### src/rtl/binarize_pkg.sv
// Shared types and helpers for the pixel binarizer.
//   mode_t        : per-frame binarization mode (latched on SOF)
//   stats_state_t : frame statistics FSM states
//   luma()        : (R + 2G + B) >> 2, width-generic. Callers zero-extend their
//                   channels to LUMA_MAX_W and truncate the result to their own
//                   width, so one function serves any DATA_W up to LUMA_MAX_W.
package binarize_pkg;

    typedef enum logic [1:0] {
        BYPASS     = 2'd0,
        CHAN_FIXED = 2'd1,
        LUMA_FIXED = 2'd2,
        LUMA_AUTO  = 2'd3
    } mode_t;

    typedef enum logic {
        WAIT_SOF = 1'b0,
        ACCUM    = 1'b1
    } stats_state_t;

    localparam int LUMA_MAX_W = 32;

    // Two guard bits hold R + 2G + B without overflow; after >> 2 the result
    // always fits back into the channel width.
    function automatic logic [LUMA_MAX_W+1:0] luma(
        input logic [LUMA_MAX_W-1:0] r,
        input logic [LUMA_MAX_W-1:0] g,
        input logic [LUMA_MAX_W-1:0] b
    );
        logic [LUMA_MAX_W+1:0] sum;
        sum = {2'b00, r} + {1'b0, g, 1'b0} + {2'b00, b};
        return sum >> 2;
    endfunction

endpackage

### src/rtl/frame_minmax_tracker.sv
// Frame luma statistics: tracks min/max luma over each frame and publishes
// the midpoint of the previous frame as the auto threshold.
// Ports:
//   iCLK, iRST_n : clock, async active-low reset
//   iValid, iSOF : pixel qualifier and start-of-frame marker (SOF only counts
//                  when iValid=1)
//   iLuma        : luma of the current input pixel
//   oThrAuto     : auto threshold, DEF_THR until a full frame has been seen
//
// state    | meaning
// WAIT_SOF | no frame started since reset; pixels are not measured
// ACCUM    | accumulating min/max for the current frame
module frame_minmax_tracker
    import binarize_pkg::*;
#(
    parameter int DATA_W  = 12,
    parameter int DEF_THR = 2**(DATA_W-1)
) (
    input  logic              iCLK,
    input  logic              iRST_n,
    input  logic              iValid,
    input  logic              iSOF,
    input  logic [DATA_W-1:0] iLuma,
    output logic [DATA_W-1:0] oThrAuto
);

    stats_state_t state, next_state;

    logic [DATA_W-1:0] min_luma;
    logic [DATA_W-1:0] max_luma;
    logic [DATA_W-1:0] thr_auto;
    logic [DATA_W:0]   mid_sum;
    logic [DATA_W-1:0] midpoint;

    logic load;
    logic publish;
    logic track;

    // One extra bit so min + max never wraps before halving.
    assign mid_sum  = {1'b0, min_luma} + {1'b0, max_luma};
    assign midpoint = DATA_W'(mid_sum >> 1);
    assign oThrAuto = thr_auto;

    always_ff @(posedge iCLK or negedge iRST_n) begin
        if (!iRST_n) begin
            state <= WAIT_SOF;
        end else begin
            state <= next_state;
        end
    end

    always_comb begin
        next_state = state;
        load       = 1'b0;
        publish    = 1'b0;
        track      = 1'b0;
        case (state)
            WAIT_SOF: begin
                if (iValid && iSOF) begin
                    load       = 1'b1;
                    next_state = ACCUM;
                end
            end
            ACCUM: begin
                if (iValid && iSOF) begin
                    publish = 1'b1;
                    load    = 1'b1;
                end else if (iValid) begin
                    track = 1'b1;
                end
            end
            default: next_state = WAIT_SOF;
        endcase
    end

    always_ff @(posedge iCLK or negedge iRST_n) begin
        if (!iRST_n) begin
            min_luma <= '1;
            max_luma <= '0;
            thr_auto <= DATA_W'(DEF_THR);
        end else begin
            if (publish) begin
                thr_auto <= midpoint;
            end
            if (load) begin
                min_luma <= iLuma;
                max_luma <= iLuma;
            end else if (track) begin
                if (iLuma < min_luma) begin
                    min_luma <= iLuma;
                end
                if (iLuma > max_luma) begin
                    max_luma <= iLuma;
                end
            end
        end
    end

endmodule

### src/rtl/pixel_binarizer.sv
// Pipelined RGB binarizer between demosaic and frame buffer writer.
// Each valid pixel becomes full-scale or zero per channel using the mode
// latched at the frame's SOF pixel: bypass, per-channel fixed threshold,
// luma fixed threshold, or luma auto threshold (midpoint of previous frame).
// Ports:
//   iCLK, iRST_n              : clock, async active-low reset
//   iValid, iSOF              : pixel valid, start of frame (with iValid)
//   iRed, iGreen, iBlue       : input channels
//   iMode                     : requested mode, taken only on SOF pixels
//   iThreshold                : fixed threshold, used live (not latched)
//   oValid                    : output valid, iValid delayed by two cycles
//   oRed, oGreen, oBlue       : binarized (or bypassed) channels
//   oThreshold                : threshold used for the pixel on the outputs
module pixel_binarizer
    import binarize_pkg::*;
#(
    parameter int DATA_W  = 12,
    parameter int DEF_THR = 2**(DATA_W-1)
) (
    input  logic              iCLK,
    input  logic              iRST_n,
    input  logic              iValid,
    input  logic              iSOF,
    input  logic [DATA_W-1:0] iRed,
    input  logic [DATA_W-1:0] iGreen,
    input  logic [DATA_W-1:0] iBlue,
    input  logic [1:0]        iMode,
    input  logic [DATA_W-1:0] iThreshold,
    output logic              oValid,
    output logic [DATA_W-1:0] oRed,
    output logic [DATA_W-1:0] oGreen,
    output logic [DATA_W-1:0] oBlue,
    output logic [DATA_W-1:0] oThreshold
);

    localparam logic [DATA_W-1:0] FULL = '1;

    mode_t             frame_mode;
    mode_t             pix_mode;
    logic [DATA_W-1:0] pix_luma;
    logic [DATA_W-1:0] thr_auto;

    logic              s1_valid;
    logic [DATA_W-1:0] s1_red;
    logic [DATA_W-1:0] s1_green;
    logic [DATA_W-1:0] s1_blue;
    logic [DATA_W-1:0] s1_luma;
    mode_t             s1_mode;

    logic [DATA_W-1:0] thr_sel;
    logic [DATA_W-1:0] nxt_red;
    logic [DATA_W-1:0] nxt_green;
    logic [DATA_W-1:0] nxt_blue;
    logic [DATA_W-1:0] luma_bin;

    assign pix_luma = DATA_W'(luma(LUMA_MAX_W'(iRed), LUMA_MAX_W'(iGreen),
                                   LUMA_MAX_W'(iBlue)));

    // The SOF pixel already belongs to the new frame, so it takes the
    // incoming mode rather than the one still held in the latch.
    assign pix_mode = (iValid && iSOF) ? mode_t'(iMode) : frame_mode;

    always_ff @(posedge iCLK or negedge iRST_n) begin
        if (!iRST_n) begin
            frame_mode <= BYPASS;
        end else if (iValid && iSOF) begin
            frame_mode <= mode_t'(iMode);
        end
    end

    frame_minmax_tracker #(
        .DATA_W  (DATA_W),
        .DEF_THR (DEF_THR)
    ) u_tracker (
        .iCLK     (iCLK),
        .iRST_n   (iRST_n),
        .iValid   (iValid),
        .iSOF     (iSOF),
        .iLuma    (pix_luma),
        .oThrAuto (thr_auto)
    );

    // Stage 1: capture channels, luma and frame mode. Data holds when idle.
    always_ff @(posedge iCLK or negedge iRST_n) begin
        if (!iRST_n) begin
            s1_valid <= 1'b0;
            s1_red   <= '0;
            s1_green <= '0;
            s1_blue  <= '0;
            s1_luma  <= '0;
            s1_mode  <= BYPASS;
        end else begin
            s1_valid <= iValid;
            if (iValid) begin
                s1_red   <= iRed;
                s1_green <= iGreen;
                s1_blue  <= iBlue;
                s1_luma  <= pix_luma;
                s1_mode  <= pix_mode;
            end
        end
    end

    // thr_auto is read one cycle after the SOF pixel updated it, so the SOF
    // pixel is judged against the freshly published midpoint.
    always_comb begin
        thr_sel   = (s1_mode == LUMA_AUTO) ? thr_auto : iThreshold;
        luma_bin  = (s1_luma > thr_sel) ? FULL : '0;
        nxt_red   = luma_bin;
        nxt_green = luma_bin;
        nxt_blue  = luma_bin;
        case (s1_mode)
            BYPASS: begin
                nxt_red   = s1_red;
                nxt_green = s1_green;
                nxt_blue  = s1_blue;
            end
            CHAN_FIXED: begin
                nxt_red   = (s1_red   > thr_sel) ? FULL : '0;
                nxt_green = (s1_green > thr_sel) ? FULL : '0;
                nxt_blue  = (s1_blue  > thr_sel) ? FULL : '0;
            end
            default: ;
        endcase
    end

    // Stage 2: registered outputs.
    always_ff @(posedge iCLK or negedge iRST_n) begin
        if (!iRST_n) begin
            oValid     <= 1'b0;
            oRed       <= '0;
            oGreen     <= '0;
            oBlue      <= '0;
            oThreshold <= DATA_W'(DEF_THR);
        end else begin
            oValid <= s1_valid;
            if (s1_valid) begin
                oRed       <= nxt_red;
                oGreen     <= nxt_green;
                oBlue      <= nxt_blue;
                oThreshold <= thr_sel;
            end
        end
    end

endmodule

### config.mk
export PLATFORM = sky130hd
export DESIGN_NAME = pixel_binarizer
export DESIGN_NICKNAME = d
export VERILOG_FILES = /design/src/rtl/binarize_pkg.sv /design/src/rtl/frame_minmax_tracker.sv /design/src/rtl/pixel_binarizer.sv
export SDC_FILE = /design/constraint.sdc
export NUM_CORES = 1
export LEC_CHECK = 0
export ABC_CLOCK_PERIOD_IN_PS = 5600
export BUFFER_PORTS_ARGS = -buffer_cell sky130_fd_sc_hd__buf_2
export CAP_MARGIN = 20
export CELL_PAD_IN_SITES_DETAIL_PLACEMENT = 1
export CELL_PAD_IN_SITES_GLOBAL_PLACEMENT = 1
export CORE_ASPECT_RATIO = 1.1
export CORE_MARGIN = 8
export CORE_UTILIZATION = 51
export CTS_BUF_LIST = sky130_fd_sc_hd__clkbuf_4
export CTS_CLUSTER_DIAMETER = 100
export DETAILED_ROUTE_END_ITERATION = 12
export GPL_TIMING_DRIVEN = 0
export PLACE_DENSITY_LB_ADDON = 0.1
export SKIP_CTS_REPAIR_TIMING = 1
export SYNTH_ARGS = -nofsm -noshare
export SYNTH_HDL_FRONTEND = slang
export SYNTH_SLANG_ARGS = --single-unit
### constraint.sdc
create_clock -name iCLK -period 5.6 [get_ports iCLK]
set_clock_uncertainty 0.05 [all_clocks]
set_input_delay 1.12 -clock iCLK [delete_from_list [all_inputs] [get_ports iCLK]]
set_output_delay 1.12 -clock iCLK [all_outputs]
set_load 0.01 [all_outputs]
==> results of run 1 <==
## where the power goes
part / leakage [nW] / internal, mW / total [mW] / switching [mW]
registers: 1.61 / 1.36 / 1.60 / 0.234
logic: 2.54 / 0.963 / 2.34 / 1.38
clock network: 0.163 / 0.360 / 0.761 / 0.401
total: 4.31 / 2.68 / 4.70 / 2.01
## worst max path at each step
stage,startpoint,endpoint,depth (start not counted)
after floorplan,iRed[3],u_tracker.max_luma[11],14
after global placement,iRed[2],u_tracker.max_luma[11],15
after detailed placement,iRed[2],u_tracker.max_luma[8],15
after CTS,iRed[2],u_tracker.max_luma[5],15
after global routing,iRed[2],u_tracker.max_luma[5],15
final,iRed[2],u_tracker.max_luma[6],15
## cell type report
| type | count | area, um^2 | share of cell area |
|---|---|---|---|
| timing repair buffer | 103 | 544 | 0.0587 |
| clock inverter | 14 | 194 | 0.0209 |
| multi-input combinational | 573 | 4410 | 0.475 |
| sequential | 139 | 3500 | 0.377 |
| tap | 200 | 250 | 0.0270 |
| antenna | 1 | 2.50 | 0.000270 |
| inverter | 36 | 135 | 0.0146 |
| buffer | 24 | 105 | 0.0113 |
| clock buffer | 18 | 135 | 0.0146 |
## flip-flops by register name (all words and copies together) (netlist names)
register,count
s1_luma,12
u_tracker.max_luma,12
oGreen,12
u_tracker.state,1
frame_mode,2
s1_blue,12
oBlue,12
s1_valid,1
u_tracker.min_luma,12
oThreshold,12
u_tracker.oThrAuto,12
oValid,1
oRed,12
s1_red,12
s1_green,12
s1_mode,2
## cells by family after synthesis
group	share of synthesized area
simple gates	0.106
compound gates	0.134
flops	0.429
fa+ha+maj	0.175
mux	0.109
buf+inv	0.0295
xor+xnor	0.0172
## cells in the final DEF (no fill, tap or decap), types with 7 or more instances in the layout
cell type,instances
buf_2,104
clkbuf_1,18
clkbuf_4,18
ha_1,93
mux2i_1,11
nand4_1,21
inv_1,36
nand2_1,71
nor3_1,10
dfstp_2,14
a21o_1,8
nand3_1,12
o211ai_1,7
o21ai_0,27
dfrtp_1,125
mux2_2,66
nor2_1,63
fa_1,13
xnor2_1,13
nor2b_1,8
a21oi_1,87
## critical path: cells and delay by family
kind                       cells  cell delay, ps
buffers and inverters          3             500
AOI/OAI and AO/OA              5            1900
adders and majority gates      3            1430
and+or+nand+nor                3             320
muxes                          1             350
## per-stage QoR
stage / TNS, ps / std cells
detailed placement: -3010 / 1075
global placement: -249 / 1074
finish: 0 / 1108
CTS: 0 / 1107
floorplan: 0 / 772
global route: 0 / 1108
## routing by layer
layer  track usage  routed length [um]  part of all wire
met4         0.129                1080             0.042
met5             0                   0                 0
met1         0.302               10000              0.39
met2         0.469               13600              0.53
met3        0.0486                 942             0.037
==> flow_summary.ini, run 1 <==
[sta]
hold_viol = 0
worst_pin_slew_ps = 1000
final.period_utilization = 0.931
clock.fmax_ghz = 0.192
relSlewSlack = 0.314
drv_slew = 0
period_needed_ps = 5210
finalWorstSetupSlack_ps = 386
rsz0062_at_grt = no
setup_viol = 0
hold-worst-slack_ps = 379

[detailed_routing]
drc = 0
drt_wl_total_um = 25600
routedWlPerCell_um = 23.1
vias = 6556
detail-route-antenna-nets = 0
drt_iter0_drc = 333
drt_pass1_iterations = 6
routed_via_density = 5.92

[global_routing]
antenna_found_initial = 1
grt_max_degree = 99
grt_use_total = 0.266
grt_pass1_vias = 7415
grt_pass1_wl_um = 41100
grt-ovfl-total = 0

[place]
place_area_um2 = 8940
port_buffers = 102
place_congestion = 0.918
dp.final_hpwl_um = 20100
pre_cts_ws_ps = -283

[power]
p_leak_nw = 4.31
ir_drop_mv = 0.408
power_mw = 4.70
p_per_area_nw_per_um2 = 507

[logic_synthesis]
synth.distinct_cells = 53
yosysTopAreaCellShare = 0.384
synthesis.nets = 932
synth_edf_count = 0
synth_seq_area_share = 0.429
syn_inst = 772
synthTopCellsByCount = 125 x dfrtp_1, 93 x ha_1, 87 x a21oi_1
yosys-top-cells-area = dfrtp_1 38%, ha_1 14%, mux2_2 9.1%, a21oi_1 5.3%, dfstp_2 4.5%
syn_avg_cell_area_um2 = 10.5
synthesis.area_um2 = 8140
synth_ff_type = dfrtp_1
yosys.area.top_type = dfrtp_1
synth.most_common_cell = dfrtp_1
async_reset_ff_frac = 1.00
ys_ff_latch = 139
synth_warnings = 0

[critical_path]
r2r_end = oBlue[3]
rrSetupSlack_ps = 1150
crit_top_cell = fa_1
crit_arrival_ps = 5640
r2r.worst_path.cells = 11
start_kind = input port
critPathSlowestCell = o311ai_1
path_cells = buf_2 > fa_1 > inv_1 > fa_1 > nor2b_1 > o31a_1 > o21ai_2 > o311ai_1 > ha_1 > nand3_1 > nand2_1 > a211o_1 > o31ai_2 > buf_4 > mux2_2
critical-path-max-stage-delay_ps = 730
path_class = in2reg
crit_fanout = 10
crit_required_ps = 6020
cp-end-kind = register
timing.rr.start = s1_mode[1]

[floorplanning]
die_width_um = 136
io_pins = 103
die_height_um = 149
row_count = 48
core_um2 = 15700
die_area_um2 = 20300
start_util = 0.519

[cts]
h-tree-depth = 4
clk_latency_ps = 590
cts_made_buffers = 17
cts_sinks = 139
cts_tree = yes
clk_pin_slew_ps = 120
cts_max_path_buffers = 2
cts_root_buffer = clkbuf_4

[finish]
drive_gt1_frac = 0.247
finish.utilization = 0.591
fin_area_um2 = 9270
fillers = 1762
fin_nets = 1054
area_growth_pct = 13.8

[flow_run]
maxCapViolCount = 0

[worst_hold_path]
min_path_type = in2async

[run_status]
run_status = finished, final reports clean
Note: power is estimated with default switching activity, not from simulation.
==> run 2, diff against run 1 <==
- BUFFER_PORTS_ARGS: -buffer_cell sky130_fd_sc_hd__buf_2 -> unset
- CORE_UTILIZATION: 51 -> 56
- DONT_BUFFER_PORTS: unset -> 1
==> run 2 against run 1 <==
Net effect: register-to-register slack improved by 30 ps; first-iteration DRC count decreased by 16%; count of clock-buffer cells in the layout is 1 higher; global-route usage is 0.94 points higher; via count shrank 5.9%; die area shrank 7.9%; cell count shrank 10%; sequential share of layout area is 2.6 points higher; non-clock buffer count decreased by 103.
==> flow_summary.ini, run 2 (same netlist as run 1, synthesis figures left out) <==
[global_routing]
antenna_found_initial = 1
grt-ovfl-total = 0
grt_max_degree = 140
grt.busiest_layer = met2
grt_pass1_wl_um = 38200
grtUsageMet3 = 0.0555
use_met1 = 0.291
grtUsageMet2 = 0.498
grt_pass1_vias = 6885
grt_use_total = 0.275

[sta]
hold_viol = 0
relSlewSlack = 0.256
hold-worst-slack_ps = 166
finalSetupTns_ps = 0
rsz0062_at_grt = no
setup_viol = 0
drv_slew = 0
period_needed_ps = 5030
clock.fmax_ghz = 0.199
worst_pin_slew_ps = 1080
finalWorstSetupSlack_ps = 568
final.period_utilization = 0.899

[critical_path]
path_class = in2reg
rrSetupSlack_ps = 1180
r2r.worst_path.cells = 10
crit_arrival_ps = 5430
crit_required_ps = 6000
r2r_end = oBlue[2]
crit_fanout = 10
cp-end-kind = register
timing.rr.start = s1_mode[1]
start_kind = input port

[power]
p_seq_frac = 0.379
p_comb_frac = 0.463
switchingPower_mw = 1.87
sw_frac_of_total = 0.424
p_per_area_nw_per_um2 = 509
internal-power_mw = 2.54
clkPwrFrac = 0.157
p_leak_nw = 3.89
ir_drop_mv = 0.284

[cts]
clk_pin_slew_ps = 130
cts_sinks = 139
clk_latency_ps = 580
cts_tree = yes
h-tree-depth = 4
cts_made_buffers = 17
cts_root_buffer = clkbuf_4
cts_max_path_buffers = 2

[finish]
fin_area_um2 = 8680
finish.utilization = 0.606
area_growth_pct = 6.59
fin_nets = 951
drive_gt1_frac = 0.148
final_common_cell = dfrtp_1
final_cell_mix = 125 x dfrtp_1, 93 x ha_1, 87 x a21oi_1

[run_status]
run_status = finished, final reports clean

[floorplanning]
die_area_um2 = 18700
io_pins = 103
die_height_um = 142
die_width_um = 131
core_um2 = 14300
start_util = 0.568
row_count = 46

[detailed_routing]
routed_via_density = 6.19
drt_wl_total_um = 24200
drc = 0
vias = 6167
drt_pass1_iterations = 4
drt_iter0_drc = 280
routedWlPerCell_um = 24.3
detail-route-antenna-nets = 0

[place]
place_congestion = 0.915
dp.final_hpwl_um = 19100
place_area_um2 = 8380
pre_cts_ws_ps = -37.7
port_buffers = 0

[flow_run]
maxCapViolCount = 0

[worst_hold_path]
min_path_type = in2async
==> run 2: changes by cell type in the layout (fill, tap and decap cells not counted), sizes merged <==
cell | before | now
buf | 109 | 6
clkinv | 4 | 7
inv | 38 | 36
bufinv | 4 | 3
clkbuf | 36 | 37
clkinvlp | 4 | 3
==> run 2: power by group through the flow <==
stage	registers, mW	logic [mW]	clock network (mW)
global route	1.72	2.30	0.744
detailed placement	1.70	2.04	0
floorplan	1.60	1.49	0
finish	1.67	2.05	0.695
global placement	1.67	1.90	0
CTS	1.68	2.05	0.708
==> run 2: layer usage <==
metal,part of all wire,vias up
met1,0.36,3129
met3,0.059,52
li1,-,2818
met5,0,-
met4,0.042,0
met2,0.54,168
==> run 2: cell type report <==
class                   instances  area [um^2]
diodes                          1         2.50
plain buffers                  24          105
clock buffers                  19          143
clock inverters                13          151
fillers                      1575         5650
inverters                      36          135
multi-input cells             573         4410
flip-flops and latches        139         3500
well taps                     192          240
==> run 2: critical path: stages <==
cell	delay [ps]
fa_1	550
inv_1	60
fa_1	460
nor2b_1	200
o31a_1	260
o21ai_2	100
o311ai_1	680
ha_1	390
nand3_1	90
nand2_1	50
a211o_1	320
o31ai_2	480
buf_4	310
mux2_2	360
==> run 2: worst max-delay path by stage <==
stage,from,end,cells after the start
after floorplan,iRed[3],u_tracker.max_luma[11],14
after global placement,iRed[2],u_tracker.max_luma[6],14
after detailed placement,iRed[2],u_tracker.max_luma[7],14
after CTS,iRed[2],u_tracker.max_luma[7],14
after global routing,iRed[2],u_tracker.max_luma[7],14
final,iRed[2],u_tracker.max_luma[7],14
==> run 2: per-stage QoR <==
step	std cells	total power [mW]
2_1_floorplan	772	3.09
3_3_place_gp	964	3.58
3_5_place_dp	964	3.73
4_1_cts	996	4.44
5_1_grt	997	4.76
6_report	997	4.42
